`src/rtl/axim_pkg.sv`:
```
`default_nettype none
// +--------------------------------------------------------------------------+
// | Module : axim_pkg                                                        |
// | Brief  : Shared types, AXI response codes and helpers for the AXI master |
// | Rev    : 1.0  initial release                                            |
// +--------------------------------------------------------------------------+
package axim_pkg;

  typedef enum logic [1:0] {
    IDLE = 2'd0,
    RUN  = 2'd1,
    DONE = 2'd2
  } state_t;

  localparam logic [1:0] RESP_OKAY   = 2'b00;
  localparam logic [1:0] RESP_EXOKAY = 2'b01;
  localparam logic [1:0] RESP_SLVERR = 2'b10;
  localparam logic [1:0] RESP_DECERR = 2'b11;

  function automatic int bytes_per_beat(input int data_width);
    return data_width / 8;
  endfunction

endpackage
`default_nettype wire

```
`src/rtl/axim_xfer_cnt.sv`:
```
`default_nettype none
// +--------------------------------------------------------------------------+
// | Module : axim_xfer_cnt                                                   |
// | Brief  : Loadable down-counter with a zero (done) flag; load wins over   |
// |          decrement, and the count never wraps below zero.                |
// | Rev    : 1.0  initial release                                            |
// +--------------------------------------------------------------------------+
module axim_xfer_cnt #(
  parameter int WIDTH = 8
) (
  input  logic             clk,
  input  logic             rst,
  input  logic             load,
  input  logic [WIDTH-1:0] load_val,
  input  logic             dec,
  output logic [WIDTH-1:0] count,
  output logic             done
);

  logic [WIDTH-1:0] count_d, count_q;

  always_comb begin
    count_d = count_q;
    if (load) begin
      count_d = load_val;
    end else if (dec && (count_q != '0)) begin
      count_d = count_q - 1'b1;
    end
  end

  always_ff @(posedge clk or negedge rst) begin
    if (!rst) begin
      count_q <= '0;
    end else begin
      count_q <= count_d;
    end
  end

  assign count = count_q;
  assign done  = (count_q == '0);

endmodule
`default_nettype wire

```
`src/rtl/axim_wr_ctrl.sv`:
```
`default_nettype none
// +--------------------------------------------------------------------------+
// | Module : axim_wr_ctrl                                                    |
// | Brief  : AXI4 burst write master fed by a valid/ready store stream.      |
// |          Define AXIM_WR_ERR_CHK_EN for the sticky bresp error flag.      |
// | Rev    : 1.0  initial release                                            |
// +--------------------------------------------------------------------------+
module axim_wr_ctrl
  import axim_pkg::*;
#(
  parameter int C_M_AXI_ADDR_WIDTH = 32,
  parameter int C_M_AXI_DATA_WIDTH = 32,
  parameter int C_XFER_SIZE_WIDTH  = 32,
  parameter int C_BURST_LEN        = 16,
  parameter int C_MAX_OUTSTANDING  = 4
) (
  input  logic                            clk,
  input  logic                            rst,
  input  logic                            ctrl_start,
  output logic                            ctrl_done,
  input  logic [C_M_AXI_ADDR_WIDTH-1:0]   ctrl_addr_offset,
  input  logic [C_XFER_SIZE_WIDTH-1:0]    ctrl_xfer_size_in_bytes,
  output logic                            ctrl_err,
  input  logic                            s_tvalid,
  output logic                            s_tready,
  input  logic [C_M_AXI_DATA_WIDTH-1:0]   s_tdata,
  output logic                            m_axi_awvalid,
  input  logic                            m_axi_awready,
  output logic [C_M_AXI_ADDR_WIDTH-1:0]   m_axi_awaddr,
  output logic [7:0]                      m_axi_awlen,
  output logic                            m_axi_wvalid,
  input  logic                            m_axi_wready,
  output logic [C_M_AXI_DATA_WIDTH-1:0]   m_axi_wdata,
  output logic [C_M_AXI_DATA_WIDTH/8-1:0] m_axi_wstrb,
  output logic                            m_axi_wlast,
  input  logic                            m_axi_bvalid,
  output logic                            m_axi_bready,
  input  logic [1:0]                      m_axi_bresp
);

  localparam int BPB        = bytes_per_beat(C_M_AXI_DATA_WIDTH);
  localparam int BPB_LOG2   = $clog2(BPB);
  localparam int BLEN_LOG2  = $clog2(C_BURST_LEN);
  localparam int ALIGN_LOG2 = BPB_LOG2 + BLEN_LOG2;
  localparam int BEAT_W     = C_XFER_SIZE_WIDTH;
  localparam int BLEN_W     = BLEN_LOG2 + 1;
  localparam int OUT_W      = $clog2(C_MAX_OUTSTANDING + 1);
  localparam logic [C_M_AXI_ADDR_WIDTH-1:0] BURST_BYTES = C_M_AXI_ADDR_WIDTH'(C_BURST_LEN * BPB);
  localparam logic [C_M_AXI_ADDR_WIDTH-1:0] ALIGN_MASK =
    ~((C_M_AXI_ADDR_WIDTH'(1) << ALIGN_LOG2) - C_M_AXI_ADDR_WIDTH'(1));

  state_t                          state_d, state_q;
  logic                            awvalid_d, awvalid_q;
  logic [C_M_AXI_ADDR_WIDTH-1:0]   awaddr_d, awaddr_q, next_addr_d, next_addr_q;
  logic [7:0]                      awlen_d, awlen_q, last_awlen_d, last_awlen_q;
  logic [BEAT_W-1:0]               w_rem_d, w_rem_q;
  logic [OUT_W-1:0]                out_d, out_q, ahead_d, ahead_q;

  logic [BEAT_W:0]   size_ext, burst_ext;
  logic [BEAT_W-1:0] beats, bursts, w_rem_m1;
  logic [BLEN_W-1:0] first_wlen, next_wlen, w_load_val, w_beat_cnt;
  logic [BEAT_W-1:0] aw_rem_cnt, b_rem_cnt;
  logic              aw_rem_done, w_beat_done, b_rem_done;
  logic              start_acc, aw_hs, w_hs, w_last_hs, b_hs, aw_issue, w_allowed, w_load;

  assign start_acc = (state_q == IDLE) && ctrl_start;
  assign aw_hs     = awvalid_q && m_axi_awready;
  assign w_hs      = m_axi_wvalid && m_axi_wready;
  assign w_last_hs = w_hs && m_axi_wlast;
  assign b_hs      = m_axi_bvalid && m_axi_bready;

  // Beat and burst counts are both ceilings; one spare bit keeps the adds from overflowing.
  assign size_ext   = {1'b0, ctrl_xfer_size_in_bytes} + (BEAT_W+1)'(BPB - 1);
  assign beats      = BEAT_W'(size_ext >> BPB_LOG2);
  assign burst_ext  = {1'b0, beats} + (BEAT_W+1)'(C_BURST_LEN - 1);
  assign bursts     = BEAT_W'(burst_ext >> BLEN_LOG2);
  assign first_wlen = (beats >= BEAT_W'(C_BURST_LEN)) ? BLEN_W'(C_BURST_LEN) : BLEN_W'(beats);
  assign w_rem_m1   = w_rem_q - 1'b1;
  assign next_wlen  = (w_rem_m1 >= BEAT_W'(C_BURST_LEN)) ? BLEN_W'(C_BURST_LEN) : BLEN_W'(w_rem_m1);

  assign aw_issue  = (state_q == RUN) && !awvalid_q && !aw_rem_done &&
                     (out_q != OUT_W'(C_MAX_OUTSTANDING));
  // W of a burst may only flow once its AW has been accepted (ahead_q counts those bursts).
  assign w_allowed = (state_q == RUN) && !w_beat_done && (ahead_q != '0);
  assign w_load    = start_acc || (w_last_hs && (w_rem_q > BEAT_W'(1)));
  assign w_load_val = start_acc ? first_wlen : next_wlen;

  axim_xfer_cnt #(.WIDTH(BEAT_W)) u_aw_cnt (
    .clk(clk), .rst(rst), .load(start_acc), .load_val(bursts), .dec(aw_hs),
    .count(aw_rem_cnt), .done(aw_rem_done)
  );

  axim_xfer_cnt #(.WIDTH(BLEN_W)) u_w_cnt (
    .clk(clk), .rst(rst), .load(w_load), .load_val(w_load_val), .dec(w_hs),
    .count(w_beat_cnt), .done(w_beat_done)
  );

  axim_xfer_cnt #(.WIDTH(BEAT_W)) u_b_cnt (
    .clk(clk), .rst(rst), .load(start_acc), .load_val(bursts), .dec(b_hs),
    .count(b_rem_cnt), .done(b_rem_done)
  );

  always_comb begin
    state_d      = state_q;
    awvalid_d    = awvalid_q;
    awaddr_d     = awaddr_q;
    awlen_d      = awlen_q;
    next_addr_d  = next_addr_q;
    last_awlen_d = last_awlen_q;
    w_rem_d      = w_rem_q;
    out_d        = out_q;
    ahead_d      = ahead_q;

    case (state_q)
      IDLE: if (start_acc) state_d = (beats == '0) ? DONE : RUN;
      RUN:  if (b_hs && (b_rem_cnt == BEAT_W'(1))) state_d = DONE;
      DONE: state_d = IDLE;
      default: state_d = IDLE;
    endcase

    if (start_acc) begin
      next_addr_d  = ctrl_addr_offset & ALIGN_MASK;
      last_awlen_d = 8'((beats - 1'b1) & BEAT_W'(C_BURST_LEN - 1));
      w_rem_d      = beats;
    end

    if (aw_issue) begin
      awvalid_d = 1'b1;
      awaddr_d  = next_addr_q;
      awlen_d   = (aw_rem_cnt == BEAT_W'(1)) ? last_awlen_q : 8'(C_BURST_LEN - 1);
    end else if (aw_hs) begin
      awvalid_d   = 1'b0;
      next_addr_d = next_addr_q + BURST_BYTES;
    end

    if (w_hs) w_rem_d = w_rem_m1;

    if (aw_hs && !b_hs)      out_d = out_q + 1'b1;
    else if (!aw_hs && b_hs) out_d = out_q - 1'b1;

    if (aw_hs && !w_last_hs)      ahead_d = ahead_q + 1'b1;
    else if (!aw_hs && w_last_hs) ahead_d = ahead_q - 1'b1;
  end

  always_ff @(posedge clk or negedge rst) begin
    if (!rst) begin
      state_q      <= IDLE;
      awvalid_q    <= 1'b0;
      awaddr_q     <= '0;
      awlen_q      <= '0;
      next_addr_q  <= '0;
      last_awlen_q <= '0;
      w_rem_q      <= '0;
      out_q        <= '0;
      ahead_q      <= '0;
    end else begin
      state_q      <= state_d;
      awvalid_q    <= awvalid_d;
      awaddr_q     <= awaddr_d;
      awlen_q      <= awlen_d;
      next_addr_q  <= next_addr_d;
      last_awlen_q <= last_awlen_d;
      w_rem_q      <= w_rem_d;
      out_q        <= out_d;
      ahead_q      <= ahead_d;
    end
  end

  assign m_axi_awvalid = awvalid_q;
  assign m_axi_awaddr  = awaddr_q;
  assign m_axi_awlen   = awlen_q;
  assign m_axi_wvalid  = s_tvalid && w_allowed;
  assign s_tready      = m_axi_wready && w_allowed;
  assign m_axi_wdata   = s_tdata;
  assign m_axi_wstrb   = '1;
  assign m_axi_wlast   = w_allowed && (w_beat_cnt == BLEN_W'(1));
  assign m_axi_bready  = (state_q == RUN) && !b_rem_done;
  assign ctrl_done     = (state_q == DONE);

`ifdef AXIM_WR_ERR_CHK_EN
  logic err_d, err_q;

  always_comb begin
    err_d = err_q;
    if (start_acc) err_d = 1'b0;
    if (b_hs && (m_axi_bresp != RESP_OKAY)) err_d = 1'b1;
  end

  always_ff @(posedge clk or negedge rst) begin
    if (!rst) err_q <= 1'b0;
    else      err_q <= err_d;
  end

  assign ctrl_err = err_q;
`else
  logic unused_bresp;
  assign unused_bresp = ^m_axi_bresp;
  assign ctrl_err     = 1'b0;
`endif

endmodule
`default_nettype wire

```
`config.mk`:
```
export PLATFORM = sky130hd
export DESIGN_NAME = axim_wr_ctrl
export DESIGN_NICKNAME = d
export VERILOG_FILES = /design/src/rtl/axim_pkg.sv /design/src/rtl/axim_xfer_cnt.sv /design/src/rtl/axim_wr_ctrl.sv
export SDC_FILE = /design/constraint.sdc
export NUM_CORES = 1
export LEC_CHECK = 0
export BUFFER_PORTS_ARGS = -buffer_cell sky130_fd_sc_hd__buf_2
export CORE_MARGIN = 2
export CORE_UTILIZATION = 40
export DETAILED_ROUTE_END_ITERATION = 6
export PLACE_DENSITY = 0.68
export SLEW_MARGIN = 20
export SYNTH_ARGS = -nofsm -noshare
export SYNTH_HDL_FRONTEND = slang
export SYNTH_SLANG_ARGS = --single-unit
```
`constraint.sdc`:
```
create_clock -name clk -period 4.1 [get_ports clk]
set_input_delay 0.615 -clock clk [delete_from_list [all_inputs] [get_ports clk]]
set_output_delay 0.615 -clock clk [all_outputs]
set_load 0.005 [all_outputs]
```
==> run metrics, run 1 <==
outcome finished clean; largest buffer count on any clock path 2; leading cell types in the layout, fill and taps excluded 182 x dfrtp_1, 161 x nor2_1, 154 x nand2_1, 105 x buf_2, 74 x a21oi_1; Detailed Routing Iterations Pass 1 7; largest net degree at the start of global routing 110; worst path required time 4.47 ns; Met3 Wirelength 2140 microns; # clock sinks 182; Critical Path End out_q[2]; core area 30300 sq um; post-DP HPWL 25500 microns; Total Routed Length between 30000 and 40000 microns; count of final hold-check violations 0; Max Clock Skew 0.0207 ns; max frequency 0.284 GHz; post-route worst hold slack 0.250 ns; wire length of the first global-routing pass 56400 microns; Post-Route Utilization 0.446; CP Buf/Inv Count 3; register-to-register path setup slack 0.58 ns; setup tns final 0 ns; vertical die dimension 179 microns; Worst Setup Start Kind flip-flop; Port-buffer cells roughly 110; vias 11470; total global-route track usage 0.221; Reg2Reg Depth 12; wl on met1 ~16000 microns; Worst-Skew Late Latency about 0.45 ns; initial antenna violation count 0; Most Frequent Cell on Critical Path xor2_1; CTS tree done; Slew Limit Headroom 0.182; Least-Margin Pin Slew 1.20 ns; leak pwr around 5.3 nW; category of the critical setup timing path reg2reg; startpoint of the worst-slack reg-to-reg timing path u_b_cnt.count[13]; clock tree root driver cell clkbuf_16; final count of pins violating max slew 0; Clock transition at path regs 0.09 ns; Syn Std Cell Area 12300 sq um; PostCTS Resize Cnt 0; number of inserted filler cells in the final layout 3008; routed wire length on met2 ~16000 microns; final period utilization 0.860; leading cell type in the layout, fill and taps excluded dfrtp_1; capture instance of the worst register-to-register path out_q[2]; detailed-route vias per instance 5.98; First DRT Iteration DRCs around 1200; crit path max-delay cell type or4_1; path category of the worst min-delay check in2async; Final ANT Viol Nets 0; multi-input logic area roughly 7000 sq um; number of flops mapped to enable cells by yosys 0; final global-route overflow total 0; ratio of cells with drive above 1 in the final layout 0.136; Power Density 628 nW/um^2; Max stage delay on crit path 0.63 ns; top_reg_cell synth dfrtp_1; routed wirelength normalized by instance count 18.2 microns; share of synthesized area occupied by flip-flops and latches 0.371; number of storage elements in the synthesis netlist approximately 180; initial standard-cell utilization of the core 0.404; number of instances in the synthesized netlist 1477; highest fanout seen on the critical path 8; async set-reset flop share out of synthesis 1.00; Crit path arrival time 3.89 ns; via count of the first global-routing pass 10718; family with the most delay on the worst path simple AND/OR/NAND/NOR gates; final weighted congestion in routability-driven placement approximately 0.92; minimum clock period 3.52 ns; number of buffers added to fix hold violations after cts 0; Die X-Extent between 150 and 200 microns; CTS H-tree lvls 4; top layer in use met4; die footprint roughly 32000 sq um; number of nets in the finished design 1629; source of the critical timing path u_b_cnt.count[13]; num ports 188; area growth from synthesis to layout 10.3%; Cell Chain, Critical Path or3_1, or4_1, nor4_1, buf_4, a211oi_1, clkinv_1, ha_1, inv_1, fa_1, xor2_1, nor2_1, xor2_1; Post-CTS Setup Bufs 0; Register Area 4550 sq um; Finish-stage setup viols 0; number of buffers created by CTS 17; setup repair after global routing missed its margin no; reported max-cap violation count 0; path length in cells of the critical path 12; Yosys cell types 82; ant diodes 0; remaining design rule violation count 0; site row count 64; Worst IR Drop VDD 327 uV; Worst setup EP type flip-flop; Avg Cell Area, Syn 8.30 sq um; yosys warns 0
report_power, final:
part / switching (mW) / leakage (nW) / internal, mW
Sequential: 0.797 / 2.15 / 2.52
Clock: 0.839 / 0.297 / 0.848
Combinational: 2.07 / 2.84 / 1.42
Total: 3.71 / 5.29 / 4.79
worst min-delay path by stage:
stage | from | cells after the start | slack [ns] | endpoint
global placement | ahead_q[2] | 1 | 0.45 | ahead_q[2]
detailed placement | ahead_q[2] | 1 | 0.46 | ahead_q[2]
CTS | rst | 1 | 0.31 | m_axi_awaddr[17]
finish | rst | 1 | 0.25 | m_axi_awaddr[17]
floorplan | rst | 0 | 0.32 | ahead_q[0]
global route | rst | 1 | 0.31 | m_axi_awaddr[17]
per-layer routing:
layer / track usage / vias to the layer above
li1: - / 5444
met1: 0.309 / 5526
met2: 0.351 / 438
met3: 0.0299 / 62
met4: 0.0790 / 0
met5: 0 / -
cell usage after synthesis (13+ instances only):
master | count | area [sq um]
dfrtp_1 | 182 | 4550
nor2_1 | 161 | 604
nand2_1 | 155 | 582
a21oi_1 | 74 | 370
nor3_1 | 70 | 350
clkbuf_1 | 59 | 221
o21ai_0 | 56 | 280
xnor2_1 | 53 | 464
nand3_1 | 49 | 245
xor2_1 | 44 | 385
nor4_1 | 42 | 263
a31oi_1 | 41 | 257
buf_4 | 41 | 308
a211oi_1 | 34 | 255
inv_1 | 32 | 120
nand4_1 | 32 | 200
or3_1 | 26 | 163
or4_1 | 24 | 180
and3_1 | 21 | 131
and2_1 | 17 | 106
buf_2 | 16 | 80.1
o211ai_1 | 15 | 113
ha_1 | 14 | 175
or2_2 | 13 | 81.3
through the flow:
| step | cells | cell area [sq um] | worst slack (ns) | power (mW) |
|---|---|---|---|---|
| after floorplan | 1484 | 12300 | 0.749 | 5.71 |
| after global placement | 1885 | 12900 | 0.667 | 6.68 |
| after detailed placement | 1885 | 12900 | 0.626 | 6.78 |
| after CTS | 1917 | 13500 | 0.625 | 8.50 |
| after global routing | 1917 | 13500 | 0.369 | 9.17 |
| final | 1917 | 13500 | 0.576 | 8.50 |
worst reg2reg max path: stages (launching register included):
cell	delay, ns
dfrtp_1	0.40
or3_1	0.46
or4_1	0.63
nor4_1	0.35
buf_4	0.18
a211oi_1	0.15
clkinv_1	0.22
ha_1	0.22
inv_1	0.06
fa_1	0.37
xor2_1	0.17
nor2_1	0.11
xor2_1	0.15
cell type report:
type / count / share of cell area
multi-input combinational: 1140 / 0.516
sequential: 182 / 0.337
timing repair buffer: 134 / 0.0564
tap: 396 / 0.0366
clock buffer: 18 / 0.0325
clock inverter: 14 / 0.0130
inverter: 33 / 0.00916
state kept, by name, indices dropped and copies added (netlist names):
| signal | count |
|---|---|
| m_axi_awaddr | 32 |
| next_addr_q | 32 |
| u_aw_cnt.count | 32 |
| u_b_cnt.count | 32 |
| w_rem_q | 32 |
| u_w_cnt.count | 5 |
| last_awlen_q | 4 |
| m_axi_awlen | 4 |
| ahead_q | 3 |
| out_q | 3 |
| state_q | 2 |
| m_axi_awvalid | 1 |
kinds of logic (layout without fill, tap and decap cells):
family	count (synthesis)	in the layout	synth area share
AOI/OAI and AO/OA	332	332	0.183
xor gates and xnor gates	97	97	0.0693
adders and majority gates	16	16	0.0175
buffers and inverters	162	199	0.0646
DFF	182	182	0.371
muxes	17	17	0.0145
other	2	9	0.000612
and+or+nand+nor	669	669	0.279
No activity file was read; power rests on OpenSTA's default activity.
==> inputs of run 2 (changes only) <==
--- a/config.mk
+++ b/config.mk
@@ -7,9 +7,9 @@
 export LEC_CHECK = 0
 export BUFFER_PORTS_ARGS = -buffer_cell sky130_fd_sc_hd__buf_2
 export CORE_MARGIN = 2
-export CORE_UTILIZATION = 40
+export CORE_UTILIZATION = 58
 export DETAILED_ROUTE_END_ITERATION = 6
-export PLACE_DENSITY = 0.68
+export PLACE_DENSITY = 0.89
 export SLEW_MARGIN = 20
 export SYNTH_ARGS = -nofsm -noshare
 export SYNTH_HDL_FRONTEND = slang
==> run metrics, run 2 (synthesis results as in run 1) <==
largest net degree at the start of global routing 97; detailed-route vias per instance 6.55; num ports 188; setup repair after global routing missed its margin no; Least-Margin Pin Slew 1.14 ns; Final ANT Viol Nets 0; Worst IR Drop VDD 397 uV; leading cell types in the layout, fill and taps excluded 182 x dfrtp_1, 161 x nor2_1, 154 x nand2_1, 105 x buf_2, 74 x a21oi_1; setup tns final 0 ns; die footprint 22300 sq um; wire length of the first global-routing pass about 55000 microns; max frequency 0.279 GHz; reported max-cap violation count 0; Worst setup EP type flip-flop; Die X-Extent 149 microns; initial standard-cell utilization of the core 0.587; highest fanout seen on the critical path 10; CTS H-tree lvls 4; Post-CTS Setup Bufs 0; Finish-stage setup viols 0; vias 11760; Port-buffer cells 106; vertical die dimension around 150 microns; First DRT Iteration DRCs 1085; path category of the worst min-delay check in2async; post-DP HPWL approximately 24000 microns; total global-route track usage 0.306; # clock sinks ~180; Slew Limit Headroom 0.240; Worst-Skew Late Latency 0.44 ns; number of buffers created by CTS 17; number of buffers added to fix hold violations after cts 0; pre-CTS setup slack 0.556 ns; post-route setup slack between 0.5 and 0.6 ns; ratio of cells with drive above 1 in the final layout 0.135; clock tree root driver cell clkbuf_16; area growth from synthesis to layout 8.66%; Crit path arrival time 3.94 ns; count of final hold-check violations 0; remaining design rule violation count 0; via count of the first global-routing pass 10994; core area between 20000 and 25000 sq um; final period utilization 0.873; Worst Setup Start Kind flip-flop; minimum clock period approximately 3.6 ns; routed wirelength normalized by instance count 18.7 microns; Max Clock Skew 0.0138 ns; initial antenna violation count 0; final count of pins violating max slew 0; multi-input logic area roughly 7000 sq um; ant diodes 0; Total Routed Length around 34000 microns; CTS tree done; site row count 53; final global-route overflow total 0; PostCTS Resize Cnt 0; leading cell type in the layout, fill and taps excluded dfrtp_1; number of inserted filler cells in the final layout between 1500 and 2000; Detailed Routing Iterations Pass 1 5; Power Density roughly 630 nW/um^2; Clock transition at path regs 0.08 ns; leak pwr 5.27 nW; worst path required time 4.46 ns; outcome finished clean; category of the critical setup timing path reg2reg; Register Area 4550 sq um; final weighted congestion in routability-driven placement 0.969; number of nets in the finished design approximately 1600; largest buffer count on any clock path 2
## run 2: worst paths after layout
| path | startpoint | end | slack [ns] | cells past startpoint |
|---|---|---|---|---|
| max | w_rem_q[0] | u_w_cnt.count[0] | 0.52 | 9 |
| min | rst | m_axi_awaddr[15] | 0.27 | 1 |
| max reg2reg | w_rem_q[0] | u_w_cnt.count[0] | 0.52 | 9 |
| min reg2reg | ahead_q[2] | ahead_q[2] | 0.48 | 1 |
| max in group asynchronous | rst | u_b_cnt.count[28] | 2.89 | 2 |
| min in group clk | ctrl_addr_offset[9] | next_addr_q[9] | 0.43 | 3 |
## run 2: layout make-up
cell class | instances | share of cell area
clock buffer | 17 | 0.0319
clock inverter | 15 | 0.0114
inverter | 33 | 0.00930
multi-input combinational | 1140 | 0.523
sequential | 182 | 0.342
tap | 275 | 0.0258
timing repair buffer | 134 | 0.0570
## run 2: stage by stage
step	total power, mW	cells	util	cell area (sq um)	hold WS, ns
finish	8.45	1796	0.638	13300	0.270
global route	9.05	1796	0.638	13300	0.343
CTS	8.39	1796	0.638	13300	0.310
detailed placement	6.74	1764	0.610	12700	0.466
global placement	6.57	1764	0.610	12700	0.455
floorplan	5.71	1484	-	12300	0.319
## run 2: layer usage
layer / global-route usage / share of wire / vias up
met3: 0.0523 / 0.090 / 102
met5: 0 / 0 / -
li1: - / - / 5435
met2: 0.490 / 0.46 / 624
met1: 0.410 / 0.41 / 5599
met4: 0.133 / 0.038 / 0
## run 2: worst max-delay path, cell delays in order, from the launching register on
cell	delay [ns]
dfrtp_1	0.47
inv_1	0.11
ha_1	0.35
or3b_1	0.57
or4b_1	0.57
a2111oi_0	0.48
o211ai_1	0.21
a2111oi_2	0.37
nand4_1	0.16
a31oi_1	0.19
## run 2: power by group
| part | switching (mW) | internal, mW | leakage [nW] | total (mW) |
|---|---|---|---|---|
| clock | 0.813 | 0.818 | 0.280 | 1.63 |
| sequential | 0.805 | 2.52 | 2.15 | 3.33 |
| combinational | 2.07 | 1.42 | 2.84 | 3.49 |
==> inputs of run 3 (changes only) <==
--- a/config.mk
+++ b/config.mk
@@ -7,9 +7,9 @@
 export LEC_CHECK = 0
 export BUFFER_PORTS_ARGS = -buffer_cell sky130_fd_sc_hd__buf_2
 export CORE_MARGIN = 2
-export CORE_UTILIZATION = 58
+export CORE_UTILIZATION = 56
 export DETAILED_ROUTE_END_ITERATION = 6
-export PLACE_DENSITY = 0.89
+export PLACE_DENSITY_LB_ADDON = 0.3
 export SLEW_MARGIN = 20
 export SYNTH_ARGS = -nofsm -noshare
 export SYNTH_HDL_FRONTEND = slang
==> run metrics, run 3 (synthesis results as in run 1) <==
PostCTS Resize Cnt 0; register-to-register path setup slack approximately 0.55 ns; First DRT Iteration DRCs 1098; die footprint roughly 23000 sq um; post-DP HPWL roughly 25000 microns; site row count 54; capture instance of the worst register-to-register path out_q[2]; ant diodes 0; reported max-cap violation count 0; largest net degree at the start of global routing 121; number of nets in the finished design 1631; number of cells in the finished layout apart from fillers 1803; GRT met2 Usage 0.470; outcome finished clean; final count of pins violating max slew 0; Port-buffer cells 106; # clock sinks 182; initial standard-cell utilization of the core 0.565; path category of the worst min-delay check in2async; final period utilization 0.865; Finish-stage setup viols 0; final standard cell area without fillers 13400 sq um; worst path required time 4.46 ns; Least-Margin Pin Slew about 1.0 ns; number of buffers created by CTS 17; via count of the first global-routing pass 10740; category of the critical setup timing path reg2reg; ratio of cells with drive above 1 in the final layout 0.137; wire length of the first global-routing pass 56000 microns; DP Cell Count roughly 1800; Worst setup EP type flip-flop; core area between 20000 and 25000 sq um; post-route worst hold slack 0.276 ns; detailed-route vias per instance 6.46; GR peak layer met2; vias 11645; leading cell type in the layout, fill and taps excluded dfrtp_1; Final ANT Viol Nets 0; minimum clock period roughly 3.5 ns; Register Area 4550 sq um; number of inserted filler cells in the final layout 1861; Post-CTS Setup Bufs 0; initial antenna violation count 0; Detailed Routing Iterations Pass 1 6; post-route setup slack 0.553 ns; routed wirelength normalized by instance count 18.8 microns; remaining design rule violation count 0; met3 GRT Util 0.0402; CTS tree done; number of buffers added to fix hold violations after cts 0; final global-route overflow total 0; Total Routed Length 33900 microns; setup tns final 0 ns; final weighted congestion in routability-driven placement 0.958; overall power after layout 8.50 mW; count of final hold-check violations 0; num ports between 150 and 200; leading cell types in the layout, fill and taps excluded 182 x dfrtp_1, 161 x nor2_1, 154 x nand2_1, 105 x buf_2, 74 x a21oi_1; vertical die dimension 152 microns; Clock transition at path regs 0.08 ns; leak pwr about 5.3 nW; total global-route track usage 0.294; highest fanout seen on the critical path 8; Max Clock Skew about 0.014 ns; setup repair after global routing missed its margin no; largest buffer count on any clock path 2; pre-CTS setup slack 0.373 ns; area growth from synthesis to layout 9.07%; placement-stage cell area ~13000 sq um; GR Layer Usage met1 0.412; Worst-Skew Late Latency 0.44 ns; Worst IR Drop VDD 281 uV; CTS H-tree lvls 4; Post-Route Utilization 0.617; Worst Setup Start Kind flip-flop; Die X-Extent 152 microns; Slew Limit Headroom 0.304; clock tree root driver cell clkbuf_16; Power Density 636 nW/um^2; multi-input logic area 6970 sq um; startpoint of the worst-slack reg-to-reg timing path u_b_cnt.count[13]; Reg2Reg Depth 12; Crit path arrival time 3.91 ns; max frequency 0.282 GHz
[run 3: changes by cell type in the layout (fill, tap and decap cells not counted), moves of 2 or more]
cell and change:
buf_4 +3, clkinv_4 +2, clkinv_8 +5, clkinvlp_4 -2, inv_6 -2, inv_8 -3
[run 3: worst max-delay path, cell delays in order, from the launching register on]
cell and delay (ns):
dfrtp_1 0.40, or3_1 0.47, or4_1 0.64, nor4_1 0.33, buf_4 0.18, a211oi_1 0.15, clkinv_1 0.21, ha_1 0.22
inv_1 0.06, fa_1 0.38, xor2_1 0.17, nor2_1 0.12, xor2_1 0.15
[run 3: worst max path at each step]
| stage | depth (start not counted) | endpoint | start | slack, ns |
|---|---|---|---|---|
| after detailed placement | 12 | u_b_cnt.count[12] | ctrl_xfer_size_in_bytes[0] | 0.37 |
| after global routing | 12 | out_q[2] | u_b_cnt.count[13] | 0.37 |
| after floorplan | 11 | out_q[2] | u_b_cnt.count[13] | 0.75 |
| final | 12 | out_q[2] | u_b_cnt.count[13] | 0.55 |
| after global placement | 12 | u_aw_cnt.count[26] | ctrl_xfer_size_in_bytes[0] | 0.41 |
| after CTS | 12 | out_q[2] | u_b_cnt.count[13] | 0.58 |
[run 3: cell type report]
class / instances / share of cell area
Inverter: 33 / 0.00926
Tap cell: 280 / 0.0262
Clock buffer: 17 / 0.0318
Timing Repair Buffer: 136 / 0.0572
Clock inverter: 15 / 0.0138
Sequential cell: 182 / 0.341
Multi-Input combinational cell: 1140 / 0.521
[run 3: per-layer routing]
metal,wire (microns),share of wire,vias up
met5,0,0,-
met4,857,0.025,0
met3,2480,0.073,76
met2,15800,0.46,551
li1,-,-,5441
met1,14800,0.44,5577
[run 3: report_power, final]
part | internal, mW | leakage [nW] | switching, mW
clock | 0.829 | 0.295 | 0.844
sequential | 2.52 | 2.15 | 0.799
combinational | 1.43 | 2.85 | 2.08
